<file path="config.mk">
export PLATFORM = sky130hd
export DESIGN_NAME = rhythm_score_keeper
export DESIGN_NICKNAME = d
export VERILOG_FILES = /design/src/rtl/rhythm_score_keeper.sv
export SDC_FILE = /design/constraint.sdc
export NUM_CORES = 1
export LEC_CHECK = 0
export ABC_AREA = 1
export CAP_MARGIN = 20
export CORE_MARGIN = 2
export CORE_UTILIZATION = 45
export CTS_CLUSTER_SIZE = 12
export DETAILED_ROUTE_END_ITERATION = 6
export GPL_TIMING_DRIVEN = 0
export SLEW_MARGIN = 40
export SYNTH_ARGS = -nofsm -noshare
export SYNTH_HDL_FRONTEND = slang
export SYNTH_SLANG_ARGS = --single-unit
</file>
<file path="constraint.sdc">
create_clock -name clk -period 8.7 [get_ports clk]
set_clock_uncertainty 0.2 [all_clocks]
set_input_delay 1.305 -clock clk [delete_from_list [all_inputs] [get_ports clk]]
set_output_delay 1.305 -clock clk [all_outputs]
set_load 0.02 [all_outputs]
</file>
<file path="src/rtl/rhythm_score_keeper.sv">
// Judgement accumulator for the rhythm game.
// Consumes per-note hit judgements and keeps running score, combo, max combo and a two-digit
// BCD accuracy percentage computed by a multi-cycle restoring divider.
// Ports:
//   clk          system clock
//   rst_n        synchronous active-low reset
//   game_start   one-cycle synchronous clear of all game state (wins over judge_valid)
//   judge_valid  judgement present this cycle, always accepted
//   judge_type   0 = MISS, 1 = GOOD, 2 = PERFECT, 3 = reserved (ignored)
//   score        accumulated score, saturates at 999_999
//   combo        current combo clamped to 0..9
//   max_combo    highest internal combo this game
//   accuracy     BCD percent {tens, units}
//   busy         accuracy recomputation in progress
module rhythm_score_keeper (
   input  logic        clk,
   input  logic        rst_n,
   input  logic        game_start,
   input  logic        judge_valid,
   input  logic [1:0]  judge_type,
   output logic [31:0] score,
   output logic [3:0]  combo,
   output logic [7:0]  max_combo,
   output logic [7:0]  accuracy,
   output logic        busy
);

   typedef enum logic [1:0] {StIdle, StDiv, StWrite} state_e;

   localparam logic [31:0] ScoreMax  = 32'd999_999;
   localparam logic [4:0]  DivSteps  = 5'd24;

   state_e      state_q, state_d;
   logic [31:0] score_q, score_d;
   logic [7:0]  combo_q, combo_d;
   logic [7:0]  max_combo_q, max_combo_d;
   logic [15:0] n_perfect_q, n_perfect_d;
   logic [15:0] n_good_q, n_good_d;
   logic [15:0] n_total_q, n_total_d;
   logic [7:0]  accuracy_q, accuracy_d;
   logic        pending_q, pending_d;
   // Dividend shifts out MSB-first while quotient bits shift in at the bottom.
   logic [23:0] num_q, num_d;
   logic [16:0] rem_q, rem_d;
   logic [16:0] den_q, den_d;
   logic [4:0]  cnt_q, cnt_d;

   logic        accept;
   logic        is_hit;
   logic [5:0]  steps;
   logic [9:0]  gain;
   logic [31:0] score_sum;
   logic [16:0] weighted;
   logic [23:0] num_new;
   logic [17:0] rem_shift;
   logic [6:0]  quot;
   logic        latch_ops;

   always_comb begin
      state_d     = state_q;
      score_d     = score_q;
      combo_d     = combo_q;
      max_combo_d = max_combo_q;
      n_perfect_d = n_perfect_q;
      n_good_d    = n_good_q;
      n_total_d   = n_total_q;
      accuracy_d  = accuracy_q;
      pending_d   = pending_q;
      num_d       = num_q;
      rem_d       = rem_q;
      den_d       = den_q;
      cnt_d       = cnt_q;
      latch_ops   = 1'b0;
      quot        = 7'd0;

      accept    = judge_valid && (judge_type != 2'd3);
      is_hit    = (judge_type == 2'd1) || (judge_type == 2'd2);
      steps     = (combo_q > 8'd50) ? 6'd50 : combo_q[5:0];
      gain      = ((judge_type == 2'd2) ? 10'd300 : 10'd100) + ({4'd0, steps} * 10'd10);
      score_sum = score_q + {22'd0, gain};

      // Judgement bookkeeping
      if (accept) begin
         if (is_hit) begin
            score_d = (score_sum > ScoreMax) ? ScoreMax : score_sum;
            combo_d = (combo_q == 8'hFF) ? 8'hFF : combo_q + 8'd1;
            if (combo_d > max_combo_q) max_combo_d = combo_d;
         end else begin
            combo_d = 8'd0;
         end
         if (n_total_q != 16'hFFFF) begin
            n_total_d = n_total_q + 16'd1;
            if (judge_type == 2'd2) n_perfect_d = n_perfect_q + 16'd1;
            if (judge_type == 2'd1) n_good_d = n_good_q + 16'd1;
         end
      end

      // Operands always come from the post-update counters
      weighted  = {n_perfect_d, 1'b0} + {1'b0, n_good_d};
      num_new   = {7'd0, weighted} * 24'd100;
      rem_shift = {rem_q, num_q[23]};

      unique case (state_q)
         StIdle: begin
            if (accept) latch_ops = 1'b1;
         end
         StDiv: begin
            if (accept) pending_d = 1'b1;
            if (rem_shift >= {1'b0, den_q}) begin
               rem_d = 17'(rem_shift - {1'b0, den_q});
               num_d = {num_q[22:0], 1'b1};
            end else begin
               rem_d = rem_shift[16:0];
               num_d = {num_q[22:0], 1'b0};
            end
            cnt_d = cnt_q + 5'd1;
            if (cnt_q == DivSteps - 5'd1) state_d = StWrite;
         end
         StWrite: begin
            if (pending_q) begin
               // Stale result: rerun with the latest counters and skip the write
               pending_d = 1'b0;
               latch_ops = 1'b1;
            end else begin
               quot = (num_q > 24'd99) ? 7'd99 : num_q[6:0];
               accuracy_d = (den_q == 17'd0) ? 8'h00
                          : {4'(quot / 7'd10), 4'(quot % 7'd10)};
               state_d = StIdle;
               // A judgement landing on the write cycle starts its own computation
               if (accept) latch_ops = 1'b1;
            end
         end
         default: state_d = StIdle;
      endcase

      if (latch_ops) begin
         state_d = StDiv;
         num_d   = num_new;
         den_d   = {n_total_d, 1'b0};
         rem_d   = 17'd0;
         cnt_d   = 5'd0;
      end
   end

   always_ff @(posedge clk) begin
      if (!rst_n || game_start) begin
         state_q     <= StIdle;
         score_q     <= 32'd0;
         combo_q     <= 8'd0;
         max_combo_q <= 8'd0;
         n_perfect_q <= 16'd0;
         n_good_q    <= 16'd0;
         n_total_q   <= 16'd0;
         accuracy_q  <= 8'h00;
         pending_q   <= 1'b0;
         num_q       <= 24'd0;
         rem_q       <= 17'd0;
         den_q       <= 17'd0;
         cnt_q       <= 5'd0;
      end else begin
         state_q     <= state_d;
         score_q     <= score_d;
         combo_q     <= combo_d;
         max_combo_q <= max_combo_d;
         n_perfect_q <= n_perfect_d;
         n_good_q    <= n_good_d;
         n_total_q   <= n_total_d;
         accuracy_q  <= accuracy_d;
         pending_q   <= pending_d;
         num_q       <= num_d;
         rem_q       <= rem_d;
         den_q       <= den_d;
         cnt_q       <= cnt_d;
      end
   end

   assign score     = score_q;
   assign combo     = (combo_q > 8'd9) ? 4'd9 : combo_q[3:0];
   assign max_combo = max_combo_q;
   assign accuracy  = accuracy_q;
   assign busy      = (state_q != StIdle);

endmodule

</file>
# Word level (Yosys, flattened, before mapping)
# Index checks and enable logic that the tools add are counted.
# W data, S select, Z words.
[totals]
word_cells = 95
inputBits = 6
register_bits = 169
out_inout_bits = 53
[classes]
n_eq_ne = 14
addsub = 9
mux = 29
n_lt_le_gt_ge = 6
mul = 2
n_reduce_logical = 16
bitwise = 2
n_div = 2
[op_table]
columns = ["operator", "count"]
rows = [
  ["$mux W16", 8],
  ["$add A16 B1 Y16 const B", 3],
  ["$mux W24", 2],
  ["$add A32 B10 Y32", 1],
  ["$gt A32 B20 Y1 const B", 1],
  ["$mux W32", 1],
  ["$gt A24 B7 Y1 const B", 1],
  ["$mux W8", 3],
  ["$mul A17 B5 Y22 const B", 1],
  ["$ge A18 B17 Y1", 1],
  ["$add A17 B16 Y17", 1],
  ["$logic_not A17 Y1", 1],
  ["$mux W17", 1],
  ["$sub A17 B17 Y17", 1],
  ["$ne A16 B16 Y1 const B", 1],
  ["$add A9 B10 Y10", 1],
  ["$ne A2 B2 Y1 const B", 5],
  ["$mul A6 B3 Y9 const B", 1],
  ["$mux W9", 1],
  ["$reduce_and A3 Y1", 3],
  ["$add A8 B1 Y8 const B", 1],
  ["$eq A8 B8 Y1 const B", 1],
  ["$gt A8 B4 Y1 const B", 1],
  ["$gt A8 B6 Y1 const B", 1],
  ["other kinds (23)", 38],
]

# Depth between registers and ports, before layout
# Gate-level depths: netlist of run 1.
[logic_depth]
word_depth = 7
depth_mapped = 45

# Worst setup path after synthesis of run 1
# No wires, ideal clock.
[synth_timing]
path_kind = "input port to flip-flop"
startpoint = "in judge_type[0]"
endpoint = "reg num_q[20]"
required_ns = 8.390
n_path_buf = 0
path_stages = 37
setup_ns = 0.110
t_arrival_ns = 6.757
path_slack_ns = 1.633
path_cell_list = "ha_1 > nor2_1 > nand2_2 > inv_1 > nand2_1 > nor2_1 > inv_1 > nor2_1 > nor2_1 > ha_1 > a21oi_1 > nand2_1 > a21oi_1 > nor2_1 > nor2_1 > xor2_1 > inv_1 > ha_1 > ha_1 > inv_1 > fa_1 > inv_1 > ha_1 > nand2_1 > o21ai_0 > a21boi_0 > o21ai_0 > a21oi_1 > o21ai_0 > nand2_1 > nand2_1 > a21oi_1 > or2_2 > nand3_1 > o211ai_1 > nand2_1 > inv_1"
[synth_via]
elab_chain_cells = 7
[synth_rtl]
columns = ["item", "line_no", "text"]
rows = [
  ["start: declaration", "20", "input logic [1:0] judge_type,"],
  ["$eq A2 B1 Y1", "94", "if (judge_type == 2'd1) n_good_d = n_good_q + 16'd1;"],
  ["$mux W16", "94", ""],
  ["$mux W16", "91", "if (n_total_q != 16'hFFFF) begin"],
  ["$mux W16 *", "83", "if (accept) begin"],
  ["net n_good_d[3]", "38", "logic [15:0] n_good_q, n_good_d;"],
  ["$add A17 B16 Y17 *", "99", "weighted = {n_perfect_d, 1'b0} + {1'b0, n_good_d};"],
  ["$mul A17 B5 Y22 *", "100", "num_new = {7'd0, weighted} * 24'd100;"],
  ["$mux W24 *", "136", "if (latch_ops) begin"],
  ["end signal: assignment", "170", "num_q <= num_d;"],
  ["end: declaration", "43", "logic [23:0] num_q, num_d;"],
]
# The timed path passes the listed nets; every way through them passes the cells marked *.
# A chain may end at the register's enable or synchronous reset.

# Worst setup path after layout of run 1
[layout_timing]
startpoint = "in judge_type[0]"
endpoint = "reg num_q[23]"
# The elaborated chain is that of the path after synthesis.

==> metrics.cfg, run 1 <==
[status]
status = complete, no violations

[global_route]
grt_max_degree = 17
grt_pass1_wl_mm = 50.76
grt.total_usage_pct = 22.00
grt_overflow = 0
antenna_found_initial = 0
grt_pass1_vias = 10620

[timing]
hold_viol = 0
setup_violations = 0
fin_crit_ns = 8.112
rsz0062_at_grt = no
fmax_mhz = 123.3
max_slew_margin_pct = 43.82
tightestPinTransition_ns = 0.8427
slew_violations = 0
min_period_over_period_pct = 93.24
tns_ns = 0
holdWs_ns = 0.2632

[worst_setup_path]
max_stage_delay_ns = 0.52
cp_slowest_cell = fa_1
critPathMaxFanout = 8
worstSetupEndpointType = flip-flop
critPathLaunchType = primary input
critPathKind = in2reg
cp.required_ns = 8.86
arrival_ns = 8.27

[synth]
netlist_top_cells_count = inv_1 (328), nand2_1 (321), dfxtp_1 (169)
avgSynthCellArea_um2 = 6.997
syn_inst = 1741
synth_edf_count = 0
synthTopCellsByArea = dfxtp_1 (28%), ha_1 (13%), inv_1 (10%)
synth_top_area_cell = dfxtp_1
ys.flop_type = dfxtp_1
async_flop_share_pct = 0
synth_cell_types = 53
synth.most_common_cell = inv_1
syn-num-nets = 1890
ys_ff_latch = 169
synth_seq_area_share_pct = 27.77
yosys.area.top_type_share_pct = 27.77
netlist_area_um2 = 12180
ys.warnings.count = 0

[floorplan]
die_area_um2 = 28400
rows = 60
core_area_um2 = 26800
io_pins = 59
die_w_um = 168.5
initial_core_util_pct = 45.45
die_h_um = 168.5

[clock_tree]
cts-root-buf = clkbuf_16
clk_pin_slew_worst_paths_ns = 0.07
clk_latency_ns = 0.44
clock-sinks = 169
cts_tree = built
cts_htree_levels = 4
numCtsBuffers = 17
cts_hold_buf = 0
cts.path.max_buffers = 2

[route]
wirelength_mm = 30.42
route.detailed.drc = 0
avgViaCountPerCell = 5.069
firstDrtPassIters = 5
routed-via-count = 11020
drt-initial-drc-count = 527
drtAntennaViolNets = 0
wl_per_cell_um = 14.00

[cells_and_area]
antenna_cells = 0
drive_above_1_share_pct = 4.803
fillers = 2723
area_growth_pct = 13.21
final_nets = 1969

[power]
power_frac_seq_pct = 45.5
p_per_area_nw_per_um2 = 126.1
p_clk_share_pct = 43.3
cellLeakagePower_nw = 6.340
swShare_pct = 28.13
ir_drop_mv = 0.1352
share_comb_of_total_power_pct = 11.3
intPower_w = 0.001250
p_switching_w = 0.0004894

[place]
gp_congestion = 0.8799
dp_hpwl_mm = 23.72
port_buffers = 58

[run]
cap_violations = 0

[worst_hold_path]
hold_class = reg2reg

power by group through the flow:
stage / clock network, W / logic (W) / registers, W
finish: 0.000753 / 0.000196 / 0.000791
CTS: 0.000769 / 0.000195 / 0.000791
global placement: 0 / 0.000192 / 0.000808
floorplan: 0 / 0.000131 / 0.000810
detailed placement: 0 / 0.000193 / 0.000808
global route: 0.000799 / 0.000219 / 0.000792
state kept, by name (all words and copies together) (netlist names), 2 cells and up:
name / flops
accuracy: 8
cnt_q: 5
combo_q: 8
den_q: 16
max_combo: 8
n_good_q: 16
n_perfect_q: 16
n_total_q: 16
num_q: 24
rem_q: 17
score: 32
state_q: 2
kinds of logic after synthesis:
| logic type | Yosys count | share of synthesized area [%] |
|---|---|---|
| adders and majority gates | 143 | 15.74 |
| xor gates and xnor gates | 96 | 6.964 |
| buffers and inverters | 369 | 11.45 |
| AOI/OAI and AO/OA | 302 | 14.24 |
| DFF | 169 | 27.77 |
| and+or+nand+nor | 662 | 23.84 |
per-layer routing:
layer	vias up	track usage (%)	share of wire [%]
met4	0	4.798	0.96
met5	-	0	0
met1	5061	30.11	50
li1	5767	-	-
met2	169	37.13	46
met3	19	2.923	3.1
final cells by class:
class	count	area, um2	area share (%)
multi-input combinational	1203	7425	53.84
sequential	169	3383	24.53
inverter	332	1250	9.064
timing repair buffer	60	595.6	4.319
clock buffer	18	429.2	3.112
tap	341	426.7	3.094
buffer	37	148.9	1.080
clock inverter	13	132.6	0.9617
through the flow:
| stage | setup WS [ns] | cells | cell area [um2] | total power (W) | util (%) |
|---|---|---|---|---|---|
| floorplan | 1.633 | 1741 | 12180 | 0.0009411 | - |
| global placement | -0.4463 | 2140 | 13190 | 0.001000 | 49.21 |
| detailed placement | -0.5477 | 2140 | 13190 | 0.001002 | 49.21 |
| CTS | 0.1259 | 2171 | 13750 | 0.001754 | 51.32 |
| global route | 0.005091 | 2173 | 13790 | 0.001810 | 51.46 |
| finish | 0.5881 | 2173 | 13790 | 0.001740 | 51.46 |
critical path, delay by kind of cell:
kind                     cells  cell delay (ns)
AO/OA/AOI/OAI               11             1.73
buffers and inverters        5             0.85
XOR/XNOR                     1             0.17
adder cells (fa/ha/maj)      6             2.03
AND/OR/NAND/NOR             15             2.17
timing repair:
item,in CTS,in global routing
setup endpoints to repair,2,5
gates resized for setup,1,5
buffers inserted,0,2
pin swaps,0,0
placed cells by master (no fill, tap or decap), drive strengths merged, types with 2 or more instances in the layout:
master	synthesis	final
clkbuf	33	51
dfxtp	169	169
a211oi	2	2
o211ai	13	13
nand4	17	17
nor3	42	42
inv	331	337
xnor2	33	33
o21bai	13	13
fa	17	17
nand3b	8	8
or2	12	12
a21oi	151	151
o22ai	14	14
o31ai	2	2
buf	4	6
and2	2	2
o21ai	67	67
o221ai	9	9
nor4	17	17
clkinvlp	0	2
nor2	169	169
a21o	6	6
xor2	63	63
nand3	61	61
clkdlybuf4s50	0	58
nand2	333	333
a221oi	6	6
a22oi	2	2
ha	126	126
a41oi	2	2
clkinv	1	5
a31oi	9	9
path summary, 6_finish.rpt:
check	start	slack [ns]	endpoint	depth (start not counted)
max	judge_type[0]	0.59	num_q[23]	38
min	accuracy[4]	0.26	accuracy[4]	2
max reg2reg	n_total_q[4]	1.02	num_q[23]	42
min reg2reg	accuracy[4]	0.26	accuracy[4]	2
Power figures use the tool's default switching activity.
==> inputs of run 2 (changes only) <==
- HOLD_SLACK_MARGIN: not set -> 0.05
- PLACE_DENSITY: not set -> 0.71
==> run 2 against run 1 <==
Effect of this change:
- total power rose by 1.1%
- cell count about the same
- critical path depth unchanged
- highest routed layer unchanged
==> metrics.cfg, run 2 (synthesis gave the netlist of run 1 again) <==
[cells_and_area]
final_cells = 2172
area_growth_pct = 13.40
largest_register_ffs = 32
antenna_cells = 0
final_nets = 1967
mostFrequentLayoutCells = inv_1 (328), nand2_1 (321), dfxtp_1 (169)
drive_above_1_share_pct = 4.970
fin_util_pct = 51.55
final_common_cell = inv_1

[clock_tree]
clk_latency_ns = 0.43
cts_htree_levels = 4
cts_setup_buffers = 0
clock-sinks = 169
cts-root-buf = clkbuf_16
numCtsBuffers = 17
cts_tree = built
cts.path.max_buffers = 2
clk_pin_slew_worst_paths_ns = 0.07

[status]
status = complete, no violations

[worst_setup_path]
worstSetupEndpointType = flip-flop
crit_start = judge_type[0]
critPathKind = in2reg
cp.required_ns = 8.78
critPathMaxFanout = 8
critPathLaunchType = primary input
max_stage_delay_ns = 0.49
arrival_ns = 8.10
cp_slowest_cell = clkdlybuf4s50_1
timing.rr.start = n_total_q[4]

[floorplan]
initial_core_util_pct = 45.45
io_pins = 59
core_area_um2 = 26800
die_h_um = 168.5
die_w_um = 168.5
die_area_um2 = 28400
rows = 60

[global_route]
grt.met2_usage_pct = 36.75
grt_pass1_vias = 10590
grt.total_usage_pct = 20.83
top_usage_layer = met2
use_met1_pct = 26.77
antenna_found_initial = 0
grt_max_degree = 18
grt_overflow = 0
grt_pass1_wl_mm = 48.96
grt_use_met3_pct = 2.829

[place]
gp_congestion = 0.8796
placed_cells = 2140
dp_hpwl_mm = 22.58
port_buffers = 58

[timing]
min_period_over_period_pct = 92.08
max_slew_margin_pct = 52.69
rsz0062_at_grt = no
tns_ns = 0
hold_viol = 0
tightestPinTransition_ns = 0.7096
fin_crit_ns = 8.011
fmax_mhz = 124.8
setup_violations = 0
holdWs_ns = 0.2632
slew_violations = 0

[route]
route.detailed.drc = 0
drtAntennaViolNets = 0
drt-initial-drc-count = 640
wirelength_mm = 29.35
wl_per_cell_um = 13.51
firstDrtPassIters = 7
routed-via-count = 11170
avgViaCountPerCell = 5.142

[run]
cap_violations = 0

[power]
p_per_area_nw_per_um2 = 127.4
ir_drop_mv = 0.1045
cellLeakagePower_nw = 6.355

[worst_hold_path]
hold_class = reg2reg
hp-start = accuracy[3]

==> run 2: cell types whose count changed in the layout (fill, tap and decap cells not counted), sizes merged <==
cell  before  now
buf        6    4
inv      337  338
==> run 2: worst paths after layout <==
check	end	slack [ns]	depth (start not counted)
max reg2reg	num_q[23]	1.37	40
min reg2reg	accuracy[3]	0.26	2
max	num_q[22]	0.69	38
min	accuracy[3]	0.26	2
==> run 2: stage by stage <==
stage                     setup slack (ns)  instance area (um2)  total power [W]
final                               0.6890                13810         0.001759
after global routing               0.04243                13810         0.001826
after CTS                           0.2851                13780         0.001769
after detailed placement           -0.1049                13190        0.0009970
after global placement             0.05019                13190        0.0009941
after floorplan                      1.633                12180        0.0009411
==> run 2: what timing repair did <==
item                       CTS  global route
hold buffers                 0             0
resized for setup            0            11
setup endpoints to repair    0             4
==> run 2: final cells by class <==
type	instances	area (um2)
Fill cell	2604	12990
Multi-Input combinational cell	1203	7437
Sequential cell	169	3383
Inverter	332	1246
Timing Repair Buffer	58	580.6
Clock buffer	18	439.2
Tap cell	341	426.7
Clock inverter	14	152.6
Buffer	37	148.9
==> run 2: worst max-delay path, delay by kind of cell <==
family / cells / cell delay [ns]
adder cells (fa/ha/maj): 6 / 1.83
buffers and inverters: 5 / 0.94
AND/OR/NAND/NOR: 13 / 1.79
XOR/XNOR: 2 / 0.52
AO/OA/AOI/OAI: 12 / 1.71
==> run 2: routing by layer <==
metal  wire [um]  vias up
met5           0        -
met4         430        0
met3        1185       33
met2       14190      226
met1       13540     5147
li1            -     5763
==> run 2: power by group <==
group / total [W] / leakage, nW / internal (W) / switching (W)
Sequential: 0.000790 / 1.36 / 0.000782 / 0.00000785
Clock: 0.000777 / 0.286 / 0.000415 / 0.000363
Combinational: 0.000192 / 4.70 / 0.0000664 / 0.000126
